[config.mk]
export PLATFORM = sky130hd
export DESIGN_NAME = mem_access_flat
export DESIGN_NICKNAME = d
export VERILOG_FILES = /design/src/rtl/mem_pkg.sv /design/src/rtl/mem_access_if.sv /design/src/rtl/mem_access_load_align.sv /design/src/rtl/mem_access.sv /design/src/flat_wrapper.sv
export SDC_FILE = /design/constraint.sdc
export NUM_CORES = 1
export LEC_CHECK = 0
export CORE_UTILIZATION = 45
export DETAILED_ROUTE_END_ITERATION = 6
export PLACE_DENSITY = 0.92
export RECOVER_POWER = 25
export SYNTH_ARGS = -nofsm -noshare
export SYNTH_HDL_FRONTEND = slang
export SYNTH_SLANG_ARGS = --single-unit
[constraint.sdc]
create_clock -name clk -period 2.72 [get_ports clk]
set_clock_uncertainty 0.1 [all_clocks]
set_input_delay 0.68 -clock clk [delete_from_list [all_inputs] [get_ports clk]]
set_output_delay 0.68 -clock clk [all_outputs]
set_load 0.01 [all_outputs]
[src/rtl/mem_pkg.sv]
// Shared types and helpers for the mem_access load/store unit: FSM states,
// RV32I funct3 width codes, store strobe/data shaping and load extension.
package mem_pkg;

    typedef enum logic [1:0] {
        S_IDLE = 2'd0,
        S_REQ  = 2'd1,
        S_RESP = 2'd2,
        S_DONE = 2'd3
    } state_e;

    typedef enum logic [1:0] {
        W_BYTE = 2'd0,
        W_HALF = 2'd1,
        W_WORD = 2'd2
    } width_e;

    localparam logic [2:0] F3_B  = 3'b000;
    localparam logic [2:0] F3_H  = 3'b001;
    localparam logic [2:0] F3_W  = 3'b010;
    localparam logic [2:0] F3_BU = 3'b100;
    localparam logic [2:0] F3_HU = 3'b101;

    // Any code that is not a byte or half flavour is treated as a full word.
    function automatic width_e width_of(input logic [2:0] f3);
        case (f3)
            F3_B, F3_BU: return W_BYTE;
            F3_H, F3_HU: return W_HALF;
            default:     return W_WORD;
        endcase
    endfunction

    function automatic logic is_unsigned(input logic [2:0] f3);
        return (f3 == F3_BU) || (f3 == F3_HU);
    endfunction

    function automatic logic [3:0] store_strb(input width_e w, input logic [1:0] lo);
        case (w)
            W_BYTE:  return 4'b0001 << lo;
            W_HALF:  return 4'b0011 << {lo[1], 1'b0};
            default: return 4'b1111;
        endcase
    endfunction

    function automatic logic [31:0] store_data(input width_e w, input logic [31:0] wd);
        case (w)
            W_BYTE:  return {4{wd[7:0]}};
            W_HALF:  return {2{wd[15:0]}};
            default: return wd;
        endcase
    endfunction

    // lane holds the selected byte/half in its low bits.
    function automatic logic [31:0] extend(input width_e w, input logic uns, input logic [31:0] lane);
        case (w)
            W_BYTE:  return uns ? {24'h0, lane[7:0]}  : {{24{lane[7]}}, lane[7:0]};
            W_HALF:  return uns ? {16'h0, lane[15:0]} : {{16{lane[15]}}, lane[15:0]};
            default: return lane;
        endcase
    endfunction

endpackage

[src/rtl/mem_access_if.sv]
// Data-memory request/grant/response bus between the load/store unit and memory.
interface mem_access_if;
    logic        dmem_req;
    logic        dmem_we;
    logic [31:0] dmem_addr;
    logic [31:0] dmem_wdata;
    logic [3:0]  dmem_wstrb;
    logic        dmem_gnt;
    logic        dmem_rvalid;
    logic [31:0] dmem_rdata;

    modport master (
        output dmem_req, dmem_we, dmem_addr, dmem_wdata, dmem_wstrb,
        input  dmem_gnt, dmem_rvalid, dmem_rdata
    );

    modport slave (
        input  dmem_req, dmem_we, dmem_addr, dmem_wdata, dmem_wstrb,
        output dmem_gnt, dmem_rvalid, dmem_rdata
    );
endinterface

[src/rtl/mem_access_load_align.sv]
// load_align: combinational lane select and sign/zero extension of load data.
module load_align
    import mem_pkg::*;
(
    input  logic [31:0] rdata,
    input  logic [1:0]  addr_lo,
    input  logic [2:0]  funct3,
    output logic [31:0] data_out
);
    width_e      w;
    logic [31:0] lane;

    always_comb begin
        w    = width_of(funct3);
        lane = rdata;
        case (w)
            W_BYTE:  lane = rdata >> {addr_lo, 3'b000};
            W_HALF:  lane = addr_lo[1] ? (rdata >> 16) : rdata;
            default: lane = rdata;
        endcase
        data_out = extend(w, is_unsigned(funct3), lane);
    end
endmodule

[src/rtl/mem_access.sv]
// mem_access: RV32I load/store unit driving a req/gnt/rvalid data-memory bus with a wait timeout.
// Optional: define MEM_MISALIGN_TRAP_EN to trap misaligned h/w accesses without touching the bus.
module mem_access
    import mem_pkg::*;
#(
    parameter int unsigned WAIT_MAX = 255
) (
    input  logic         clk,
    input  logic         rst,
    input  logic         start,
    input  logic         is_load,
    input  logic         is_store,
    input  logic [2:0]   funct3,
    input  logic [31:0]  addr,
    input  logic [31:0]  wdata_in,
    output logic         busy,
    output logic         done,
    output logic [31:0]  rdata_out,
    output logic         bus_err,
    output logic         misalign,
    mem_access_if.master dmem
);
    localparam logic [7:0] WAIT_LIM = 8'(WAIT_MAX);

    state_e      state_q, state_d;
    logic [7:0]  cnt_q, cnt_d;
    logic [31:0] addr_q, addr_d;
    logic [31:0] wdata_q, wdata_d;
    logic [31:0] rdata_q, rdata_d;
    logic [2:0]  funct3_q, funct3_d;
    logic        store_q, store_d;
    logic        bus_err_q, bus_err_d;
    logic        trap;
    logic        in_req;
    logic [7:0]  cnt_inc;
    logic [31:0] load_data;

    load_align u_load_align (
        .rdata    (dmem.dmem_rdata),
        .addr_lo  (addr_q[1:0]),
        .funct3   (funct3_q),
        .data_out (load_data)
    );

`ifdef MEM_MISALIGN_TRAP_EN
    logic misalign_q, misalign_d;

    always_comb begin
        trap = 1'b0;
        if (is_load || is_store) begin
            case (width_of(funct3))
                W_HALF:  trap = addr[0];
                W_WORD:  trap = (addr[1:0] != 2'b00);
                default: trap = 1'b0;
            endcase
        end
        misalign_d = misalign_q;
        if (state_q == S_IDLE && start) misalign_d = trap;
    end

    always_ff @(posedge clk) begin
        if (!rst) misalign_q <= 1'b0;
        else      misalign_q <= misalign_d;
    end

    assign misalign = misalign_q;
`else
    assign trap     = 1'b0;
    assign misalign = 1'b0;
`endif

    assign cnt_inc = cnt_q + 8'd1;

    always_comb begin
        state_d   = state_q;
        cnt_d     = cnt_q;
        addr_d    = addr_q;
        wdata_d   = wdata_q;
        funct3_d  = funct3_q;
        store_d   = store_q;
        rdata_d   = rdata_q;
        bus_err_d = bus_err_q;
        case (state_q)
            S_IDLE: begin
                if (start) begin
                    addr_d    = addr;
                    wdata_d   = wdata_in;
                    funct3_d  = funct3;
                    store_d   = is_store;
                    rdata_d   = '0;
                    bus_err_d = 1'b0;
                    cnt_d     = '0;
                    if (trap)                       state_d = S_DONE;
                    else if (is_load || is_store)   state_d = S_REQ;
                    else                            state_d = S_DONE;
                end
            end
            // A grant or response in the timeout cycle still wins over bus_err.
            S_REQ: begin
                cnt_d = cnt_inc;
                if (dmem.dmem_gnt) begin
                    state_d = store_q ? S_DONE : S_RESP;
                end else if (cnt_inc == WAIT_LIM) begin
                    state_d   = S_DONE;
                    bus_err_d = 1'b1;
                    rdata_d   = '0;
                end
            end
            S_RESP: begin
                cnt_d = cnt_inc;
                if (dmem.dmem_rvalid) begin
                    state_d = S_DONE;
                    rdata_d = load_data;
                end else if (cnt_inc == WAIT_LIM) begin
                    state_d   = S_DONE;
                    bus_err_d = 1'b1;
                    rdata_d   = '0;
                end
            end
            default: state_d = S_IDLE;
        endcase
    end

    always_ff @(posedge clk) begin
        if (!rst) begin
            state_q   <= S_IDLE;
            cnt_q     <= '0;
            addr_q    <= '0;
            wdata_q   <= '0;
            funct3_q  <= '0;
            store_q   <= 1'b0;
            rdata_q   <= '0;
            bus_err_q <= 1'b0;
        end else begin
            state_q   <= state_d;
            cnt_q     <= cnt_d;
            addr_q    <= addr_d;
            wdata_q   <= wdata_d;
            funct3_q  <= funct3_d;
            store_q   <= store_d;
            rdata_q   <= rdata_d;
            bus_err_q <= bus_err_d;
        end
    end

    assign in_req    = (state_q == S_REQ);
    assign busy      = (state_q != S_IDLE);
    assign done      = (state_q == S_DONE);
    assign rdata_out = rdata_q;
    assign bus_err   = bus_err_q;

    assign dmem.dmem_req   = in_req;
    assign dmem.dmem_we    = in_req && store_q;
    assign dmem.dmem_addr  = in_req ? {addr_q[31:2], 2'b00} : '0;
    assign dmem.dmem_wstrb = (in_req && store_q) ? store_strb(width_of(funct3_q), addr_q[1:0]) : 4'b0000;
    assign dmem.dmem_wdata = (in_req && store_q) ? store_data(width_of(funct3_q), wdata_q) : '0;
endmodule

[src/flat_wrapper.sv]
// flat-port wrapper written by rule: the top's interface ports become plain ports
module mem_access_flat import mem_pkg::*;
#(
    parameter int unsigned WAIT_MAX = 255
)
  (clk, rst, start, is_load, is_store, funct3, addr, wdata_in, busy, done, rdata_out, bus_err, misalign, dmem_dmem_req, dmem_dmem_we, dmem_dmem_addr, dmem_dmem_wdata, dmem_dmem_wstrb, dmem_dmem_gnt, dmem_dmem_rvalid, dmem_dmem_rdata);
  mem_access_if dmem_i ();
  input  logic clk;
  input  logic rst;
  input  logic start;
  input  logic is_load;
  input  logic is_store;
  input  logic [2:0] funct3;
  input  logic [31:0] addr;
  input  logic [31:0] wdata_in;
  output logic busy;
  output logic done;
  output logic [31:0] rdata_out;
  output logic bus_err;
  output logic misalign;
  output wire logic [$bits(dmem_i.dmem_req)-1:0] dmem_dmem_req;
  output wire logic [$bits(dmem_i.dmem_we)-1:0] dmem_dmem_we;
  output wire logic [$bits(dmem_i.dmem_addr)-1:0] dmem_dmem_addr;
  output wire logic [$bits(dmem_i.dmem_wdata)-1:0] dmem_dmem_wdata;
  output wire logic [$bits(dmem_i.dmem_wstrb)-1:0] dmem_dmem_wstrb;
  input wire logic [$bits(dmem_i.dmem_gnt)-1:0] dmem_dmem_gnt;
  input wire logic [$bits(dmem_i.dmem_rvalid)-1:0] dmem_dmem_rvalid;
  input wire logic [$bits(dmem_i.dmem_rdata)-1:0] dmem_dmem_rdata;
  assign dmem_dmem_req = dmem_i.dmem_req;
  assign dmem_dmem_we = dmem_i.dmem_we;
  assign dmem_dmem_addr = dmem_i.dmem_addr;
  assign dmem_dmem_wdata = dmem_i.dmem_wdata;
  assign dmem_dmem_wstrb = dmem_i.dmem_wstrb;
  assign dmem_i.dmem_gnt = dmem_dmem_gnt;
  assign dmem_i.dmem_rvalid = dmem_dmem_rvalid;
  assign dmem_i.dmem_rdata = dmem_dmem_rdata;
  mem_access #(.WAIT_MAX(WAIT_MAX)) u_core (.clk(clk), .rst(rst), .start(start), .is_load(is_load), .is_store(is_store), .funct3(funct3), .addr(addr), .wdata_in(wdata_in), .busy(busy), .done(done), .rdata_out(rdata_out), .bus_err(bus_err), .misalign(misalign), .dmem(dmem_i));
endmodule
# After elaboration in Yosys (flattened, before gate mapping)
# Index checks and enable logic that the tools add are counted.
# word_totals
reg_bits	111
wordCells	69
inputBits	106
# classes
eq_ne	11
addsub	1
mux	30
reduce_logical	16
shift	3
# op_table
operator	n
2-to-1 mux 32 bit	9
case mux 32 bit (2 select lines)	3
case mux 32 bit (3 select lines)	1
right shift 32 x 5 -> 32 bit	1
case mux 8 bit (2 select lines)	1
2-to-1 mux 2 bit	5
adder 8 x 1 -> 8 bit (second input constant)	1
equality test 8 bit (second input constant)	1
2-to-1 mux 8 bit	1
case mux 4 bit (2 select lines)	1
equality test 3 bit (second input constant)	2
inequality test 2 bit (second input constant)	3
case mux 2 bit (3 select lines)	1
OR reduction 2 bit	3
2-to-1 mux 1 bit	5
equality test 2 x 1 -> 1 bit (second input constant)	2
equality test 2 bit (second input constant)	2
logical NOT 2 bit	2
2-to-1 mux 4 bit	1
case mux 2 bit (2 select lines)	1
AND reduction 2 bit	2
AND reduction 4 bit	1
nonzero test 2 bit	2
left shift 1 x 2 -> 4 bit (first input constant)	1
other kinds (8)	9

# Longest topological paths before layout
# Gate-level depths: netlist of run 1.
# depth
depth_word	9
depth_mapped	10
ltp_nobuf	8

# By module
# A second synthesis of run 1 with hierarchy kept.
# hier_totals
cells_unflattened	821
hier_area_um2	5949.5
# modules_own_cells
module	instances	seq_area_each_um2	area_each_um2	cells_each
mem_access	1	2222.1	5255.0	691
load_align	1	0.0	694.4	130

# Worst setup path before layout of run 1
# OpenSTA, ideal clock, no wires.
# synth_timing
path_type	flip-flop to output port
start	register u_core.funct3_q[1]
end	output dmem_dmem_wdata[16]
t_arrival_ps	1605
required_ps	1940
n_path_buf	4
path_stages_with_launch	7
setup_slack_ps	335
path_cell_list	dfxtp_1 -> clkbuf_1 -> buf_2 -> buf_2 -> buf_1 -> mux2i_1 -> nor2_1
# synth_between
elab_chain_cells	6
# synth_rtl
element	line	rtl
start: declaration	mem_access.sv:30	logic [2:0] funct3_q, funct3_d;
start signal: assignment	mem_access.sv:139	funct3_q <= funct3_d;
equality test 3 x 1 -> 1 bit, or another cell as far along	mem_pkg.sv:26	case (f3)
OR reduction 2 bit	mem_pkg.sv:26	
case mux 2 bit (2 select lines) *	mem_pkg.sv:26	
equality test 2 x 1 -> 1 bit or logical NOT 2 bit (tied branches)	mem_pkg.sv:46	case (w)
case mux 32 bit (2 select lines) *	mem_pkg.sv:46	
2-to-1 mux 32 bit *	mem_access.sv:156	assign dmem.dmem_wdata = (in_req && store_q) ? store_data(width_of(funct3_q), wdata_q) : '0;
end: declaration	flat_wrapper.sv:24	output wire logic [$bits(dmem_i.dmem_wdata)-1:0] dmem_dmem_wdata;
# Every way passes the cells marked *; elsewhere a longest branch is shown, timed or not.

# Worst setup path after layout of run 1
# layout_timing
start	register u_core.state_q[1]
end	output dmem_dmem_wdata[0]
# layout_between
elab_chain_cells	3
# layout_rtl
element	line	rtl
start: declaration	mem_access.sv:25	state_e state_q, state_d;
start signal: assignment	mem_access.sv:135	state_q <= state_d;
equality test 2 x 1 -> 1 bit	mem_access.sv:146	assign in_req = (state_q == S_REQ);
logical AND 1 bit	mem_access.sv:156	
2-to-1 mux 32 bit	mem_access.sv:156	
# Every way passes these cells.

==> key figures, run 1 <==
Status
  – Status: finished clean

Timing
  – Tcrit/Tclk final: 0.976
  – Max Freq: 377 MHz
  – WHS: 0.351 ns
  – Final setup margin: 0.0650 ns
  – Slew @ Worst Pin: 0.880 ns
  – Normalized max-slew margin: 0.413
  – RSZ-0062 raised after global routing: false
  – Setup TNS: 0 ns
  – Slew Limit Fails: 0
  – Endpoints failing hold: 0
  – Setup violations, final: 0
  – Period minus WS final: 2.65 ns

Pwr
  – Cell internal pwr: 3.48 mW
  – Switching power: 2.33 mW
  – Total chip power: 5.81 mW
  – Sequential Power Share: 0.347
  – VDD IR-drop max: 0.000416 V
  – Clock network power share: 0.221
  – Pleak: 3.23 nW
  – Combinational cell fraction of total power: 0.433
  – Switch share: 0.401
  – Pwr Density: 693 nW/µm²

Finish
  – Most frequent cells in the layout: 194 x nand2_1, 171 x clkdlybuf4s50_1, 128 x a21oi_1
  – Final Instance Area: 8380 µm²
  – Commonest non-fill, non-tap cell in the layout: nand2_1
  – Layout cell share with drive strength beyond 1: 0.0728
  – Sequential Area: 2230 µm²
  – Fill count: 1,067
  – Layout Nets: 1,069
  – Multi-input gate area: 3310 µm²
  – Ant diodes: 0
  – Post-layout util: 0.661
  – Fin cells: 1,134
  – Area delta synth->final: 42.6%

Critical path
  – Worst Setup End Kind: output pin
  – Worst Path Required: 1.94 ns
  – CP Launch Type: register
  – Endpoint arrival time on the critical path: 1.87 ns
  – Critical path type: register to output pin
  – Critical path fanouts, max: 26

Placed design
  – Placed Area: 8100 µm²
  – Routability cong.: 0.868
  – I/O Buffers: 208
  – Pre-CTS setup slack: -0.0143 ns
  – Final HPWL DP: 13,000 µm
  – Placed Instances: 1,117

Floorplan
  – Core Region: 12,700 µm²
  – Std cell rows: 41
  – Die height: 116 µm
  – Die Area: 13,500 µm²
  – Initial Util: 0.464
  – Die Wd: 116 µm
  – I/O Pins: 212

Synth
  – Seq cells post-synth: 111
  – Synth warn: 0
  – Synth Instances: 772
  – Synthesized area per cell: 7.61 µm²
  – Sequential area share after synthesis: 0.378
  – Simple-gate share of the synthesized area: 0.270
  – Number of enable flip-flop cells after synthesis: 0
  – Top FF cell, synth: dfxtp_1
  – XOR/XNOR Fraction of Synth Area: 0
  – Share of the synthesized area in the top cell type: 0.378
  – Largest family of logic cells by synthesized area: simple AND/OR/NAND/NOR gates
  – Synth Cell Area: 5880 µm²
  – Most area-consuming cells after synthesis: dfxtp_1 38%, nand2_1 12%, a21oi_1 11%, mux2i_1 3.9%, and2_1 3.3%
  – Dominant cell type by area after synthesis: dfxtp_1
  – Netlist cell types: 56
  – Synth Area in Compound Gates: 0.230
  – Multiplexer share of the synthesized area: 0.0449
  – Post-Synth Adder-Cell Area: 0.0128
  – Async SR Flop Fraction: 0

Global route
  – Initial antenna violation count: 0
  – First-pass GRT wire length: 29,100 µm
  – Vias in the first global route: 5,910
  – GRT overflow: 0
  – Total Routing Usage GR: 0.274
  – Largest net degree at the start of global routing: 63

Route
  – DR iter-0 viols: 577
  – Final wirelength: 18,500 µm
  – Vias per cell: 5.57
  – DRT Pass-1 Iters: 6
  – DR WL/cell: 16.3 µm
  – DRC Markers: 0
  – DR vias: 6,314
  – DRT antenna net count: 0

Job
  – Max Cap Viol: 0

Clocking
  – Clk root buf: clkbuf_16
  – CTS sink count: 111
  – CTS H-tree depth: 3
  – TritonCTS clock tree: done
  – Worst-path clk slew: 0.08 ns
  – Max Buffers Root-to-Sink: 2
  – Clk Latency, worst-skew pair: 0.36 ns
  – Hold_buf cts: 0
  – CTS buffer count: 9

Worst hold path
  – Hold Path Class: register to register
==> final timing paths <==
kind,from,end,slack [ns],cells after the start
max,u_core.state_q[1]$_SDFFE_PN0P_,dmem_dmem_wdata[0],0.07,5
min,u_core.addr_q[28]$_SDFFE_PN0P_,u_core.addr_q[28]$_SDFFE_PN0P_,0.35,2
max reg2reg,u_core.state_q[0]$_SDFFE_PN0P_,u_core.rdata_out[30]$_SDFFE_PN0P_,0.33,7
min reg2reg,u_core.addr_q[28]$_SDFFE_PN0P_,u_core.addr_q[28]$_SDFFE_PN0P_,0.35,2
==> per-layer routing <==
layer / track usage / vias up / part of all wire
li1: - / 3034 / -
met1: 0.332 / 2931 / 0.40
met2: 0.465 / 305 / 0.49
met3: 0.0675 / 44 / 0.090
met4: 0.110 / 0 / 0.027
met5: 0 / - / 0
==> flip-flops by register name (all words and copies together), names as in the netlist <==
register          flops
u_core.addr_q        32
u_core.bus_err        1
u_core.cnt_q          8
u_core.funct3_q       3
u_core.rdata_out     32
u_core.state_q        2
u_core.store_q        1
u_core.wdata_q       32
==> cell families (layout without fill, tap and decap cells) <==
group,count (synthesis),after routing
AOI/OAI and AO/OA,216,216
adders and majority gates,6,6
buffers and inverters,74,262
DFF,111,111
muxes,25,25
other,1,3
and+or+nand+nor,339,339
==> worst max-delay path: stages (launching register included) <==
cell and delay (ns):
dfxtp_2 0.35, inv_2 0.08, ha_4 0.18, buf_12 0.16, and3_1 0.20, clkdlybuf4s50_1 0.54
==> synth_stat cells, types with 6 or more instances <==
cell      number
a21oi_1      128
a22o_1         8
a22oi_1       22
a32o_1        16
and2_1        31
and3_1        10
buf_1          6
clkbuf_1      38
dfxtp_1      111
ha_1           6
inv_1         10
mux2i_1       23
nand2_1      195
nand2b_1      19
nor2_1        40
nor3_1         7
o211ai_1       8
o21ai_0        7
o221ai_1       7
or4b_1         7
==> power groups by stage <==
stage / logic (mW) / clock network (mW) / registers [mW]
CTS: 2.52 / 1.29 / 2.01
global route: 2.76 / 1.36 / 2.04
floorplan: 1.61 / 0 / 2.00
global placement: 2.38 / 0 / 2.02
detailed placement: 2.42 / 0 / 2.04
finish: 2.52 / 1.28 / 2.01
==> what timing repair did <==
item,4_1_cts,5_1_grt
cloned,1,0
setup buffers,0,0
resized for setup,43,6
setup endpoints to repair,66,8
==> area by class of cell <==
| type | instances | area share |
|---|---|---|
| sequential | 111 | 0.266 |
| timing repair buffer | 235 | 0.275 |
| inverter | 11 | 0.00493 |
| clock inverter | 7 | 0.00627 |
| clock buffer | 9 | 0.0269 |
| tap | 172 | 0.0257 |
| multi-input combinational | 589 | 0.396 |
Note: power is estimated with default switching activity, not from simulation.
==> inputs of run 2 (changes only) <==
--- a/config.mk
+++ b/config.mk
@@ -7,7 +7,7 @@
 export LEC_CHECK = 0
 export CORE_UTILIZATION = 45
 export DETAILED_ROUTE_END_ITERATION = 6
-export PLACE_DENSITY = 0.92
+export PLACE_DENSITY = 0.88
 export RECOVER_POWER = 25
 export SYNTH_ARGS = -nofsm -noshare
 export SYNTH_HDL_FRONTEND = slang
==> run 2 against run 1 <==
Net effect:
- die area stayed put
- largest power group unchanged
- critical path type unchanged
- combinational power is 2% higher
- flip-flop and latch count stayed put
- critical endpoint is now dmem_dmem_addr[20]
==> key figures, run 2 (synthesis results as in run 1) <==
Clocking
  – CTS H-tree depth: 3 (unchanged)
  – CTS buffer count: 9 (unchanged)
  – Max Buffers Root-to-Sink: 2 (unchanged)
  – CTS sink count: 111 (unchanged)
  – Worst-path clk slew: 0.07 ns (about the same)
  – Post-CTS setup buffers: 0 (unchanged)
  – Clk Latency, worst-skew pair: 0.36 ns (about the same)
  – Clk root buf: clkbuf_16
  – TritonCTS clock tree: done

Worst hold path
  – Hold Path Class: register to register
  – Hold path start: u_core.addr_q[13]$_SDFFE_PN0P_
  – Worst Hold Endpoint: u_core.addr_q[13]$_SDFFE_PN0P_
  – Hold path cells: 2 (unchanged)

Placed design
  – I/O Buffers: 208 (unchanged)
  – Routability cong.: 0.850 (-2.1%)
  – Pre-CTS setup slack: 0.0207 ns (+0.0350 ns)
  – Final HPWL DP: 13,100 µm (+1.3%)

Status
  – Status: finished clean

Finish
  – Layout Nets: 1,075 (+0.56%)
  – Layout cell share with drive strength beyond 1: 0.0723 (-0.000451)
  – Post-layout util: 0.664 (+0.00316)
  – Most frequent cells in the layout: 194 x nand2_1, 174 x clkdlybuf4s50_1, 128 x a21oi_1
  – Commonest non-fill, non-tap cell in the layout: nand2_1
  – Area delta synth->final: 43.2%

Route
  – DR iter-0 viols: 598 (+3.6%)
  – Vias per cell: 5.58 (+0.16%)
  – DR WL/cell: 16.4 µm (+0.31%)
  – Final wirelength: 18,700 µm (+0.93%)
  – DR vias: 6,363 (+0.78%)
  – DRT antenna net count: 0 (unchanged)
  – DRC Markers: 0 (unchanged)
  – DRT Pass-1 Iters: 5 (-1)

Timing
  – Endpoints failing hold: 0 (unchanged)
  – Tcrit/Tclk final: 0.978 (+0.00166)
  – Final setup margin: 0.0605 ns (-0.00452 ns)
  – Slew @ Worst Pin: 0.947 ns (+0.0669 ns)
  – Slew Limit Fails: 0 (unchanged)
  – Period minus WS final: 2.66 ns (+0.00452 ns)
  – Max Freq: 376 MHz (-0.17%)
  – RSZ-0062 raised after global routing: false
  – Normalized max-slew margin: 0.369 (-0.0446)
  – WHS: 0.353 ns (+0.00155 ns)
  – Setup violations, final: 0 (unchanged)
  – Setup TNS: 0 ns (unchanged)

Critical path
  – Critical path type: register to output pin
  – Worst Setup End Kind: output pin
  – Register-to-register setup slack: 0.39 ns (+0.06 ns)
  – Critical path fanouts, max: 21 (-19%)
  – Slowest cell on the critical path: clkdlybuf4s50_1
  – Worst path max stage delay: 0.47 ns (-0.07 ns)
  – Endpoint arrival time on the critical path: 1.88 ns (about the same)
  – Worst r2r dst: u_core.rdata_out[21]$_SDFFE_PN0P_
  – Reg2reg start: u_core.state_q[1]$_SDFFE_PN0P_
  – CP Launch Type: register
  – CP bufs+invs: 3 (unchanged)
  – Reg2Reg Depth: 9 (+2)
  – CP cell instances: inv_2 > ha_4 > clkbuf_16 > and2_1 > clkdlybuf4s50_1
  – Worst Path Required: 1.94 ns (about the same)
  – Crit-path leading delay family: buffers and inverters

Pwr
  – Pwr Density: 695 nW/µm² (+0.17%)
  – VDD IR-drop max: 0.000477 V (+15%)
  – Switching power: 2.34 mW (+0.21%)
  – Total chip power: 5.85 mW (+0.64%)
  – Cell internal pwr: 3.51 mW (+0.94%)
  – Combinational cell fraction of total power: 0.437 (+0.004)
  – Pleak: 3.23 nW (about the same)
  – Switch share: 0.399 (-0.00173)
  – Sequential Power Share: 0.345 (-0.002)
  – Clock network power share: 0.218 (-0.003)

Floorplan
  – Initial Util: 0.464 (unchanged)
  – Die height: 116 µm (unchanged)
  – Std cell rows: 41 (unchanged)
  – Die Area: 13,500 µm² (unchanged)
  – I/O Pins: 212 (unchanged)
  – Core Region: 12,700 µm² (unchanged)
  – Die Wd: 116 µm (unchanged)

Global route
  – Routing usage on met3: 0.0711 (+0.00363)
  – First-pass GRT wire length: 28,400 µm (-2.5%)
  – Met2 usage: 0.447 (-0.0178)
  – Largest net degree at the start of global routing: 55 (-13%)
  – GRT overflow: 0 (unchanged)
  – Total Routing Usage GR: 0.268 (-0.00584)
  – Met1 GRT Util: 0.324 (-0.00773)
  – Initial antenna violation count: 1 (+1)
  – GRT busiest layer: met2
  – Vias in the first global route: 5,850 (-1.0%)

Job
  – Max Cap Viol: 0 (unchanged)
[run 2: changes by cell type in the layout (fill, tap and decap cells not counted), sizes merged]
cell,change
inv,-3
buf,+5
diode,+1
dlygate4sd2,-4
clkbuf,+2
clkinv,+1
dlygate4sd3,+1
clkdlybuf4s50,+3
clkinvlp,+1
[run 2: routing by layer]
| metal | routed length (µm) | share of wire | vias up |
|---|---|---|---|
| met2 | 8940 | 0.48 | 288 |
| met4 | 478 | 0.026 | 0 |
| li1 | - | - | 3047 |
| met5 | 0 | 0 | - |
| met1 | 7690 | 0.41 | 2995 |
| met3 | 1560 | 0.084 | 33 |
[run 2: how the worst max path moves through the flow]
stage	endpoint	cells after the start	from	slack, ns
after floorplan	dmem_dmem_wdata[16]	6	u_core.funct3_q[1]$_SDFFE_PN0P_	0.34
after global routing	busy	4	u_core.state_q[0]$_SDFFE_PN0P_	0.004
after detailed placement	u_core.rdata_out[21]$_SDFFE_PN0P_	7	start	0.02
after CTS	dmem_dmem_wdata[3]	5	u_core.state_q[1]$_SDFFE_PN0P_	-0.04
final	dmem_dmem_addr[20]	5	u_core.state_q[1]$_SDFFE_PN0P_	0.06
after global placement	u_core.rdata_out[30]$_SDFFE_PN0P_	7	start	0.05
[run 2: cell type report]
type	count	area (µm²)
Antenna cell	1	2.50
Clock buffer	10	229
Clock inverter	6	46.3
Fill cell	1055	4250
Inverter	11	41.3
Multi-Input combinational cell	589	3300
Sequential cell	111	2220
Tap cell	172	215
Timing Repair Buffer	241	2360
[run 2: power groups by stage]
stage | logic (mW) | clock network, mW | registers [mW]
3_5_place_dp | 2.44 | 0 | 2.05
3_3_place_gp | 2.41 | 0 | 2.03
5_1_grt | 2.79 | 1.35 | 2.04
2_1_floorplan | 1.61 | 0 | 2.00
4_1_cts | 2.48 | 1.29 | 2.01
6_report | 2.56 | 1.27 | 2.02
[run 2: metrics by stage]
stage,instances,cell area (µm²)
final,1141,8420
after global routing,1141,8420
after CTS,1139,8390
after detailed placement,1123,8130
after global placement,1123,8130
after floorplan,774,5890
[run 2: repair_timing]
item | in CTS | in global routing
gates resized for setup | 34 | 7
pin swaps | 0 | 0
hold buffers | 0 | 0
cloned | 0 | 1
endpoints found under the setup margin | 62 | 38
[run 2: worst min-delay path: cells and delay by family, from the launching register on]
kind	cells	cell delay (ns)
AOI/OAI and AO/OA	1	0.05
and+or+nand+nor	1	0.05
DFF	1	0.31
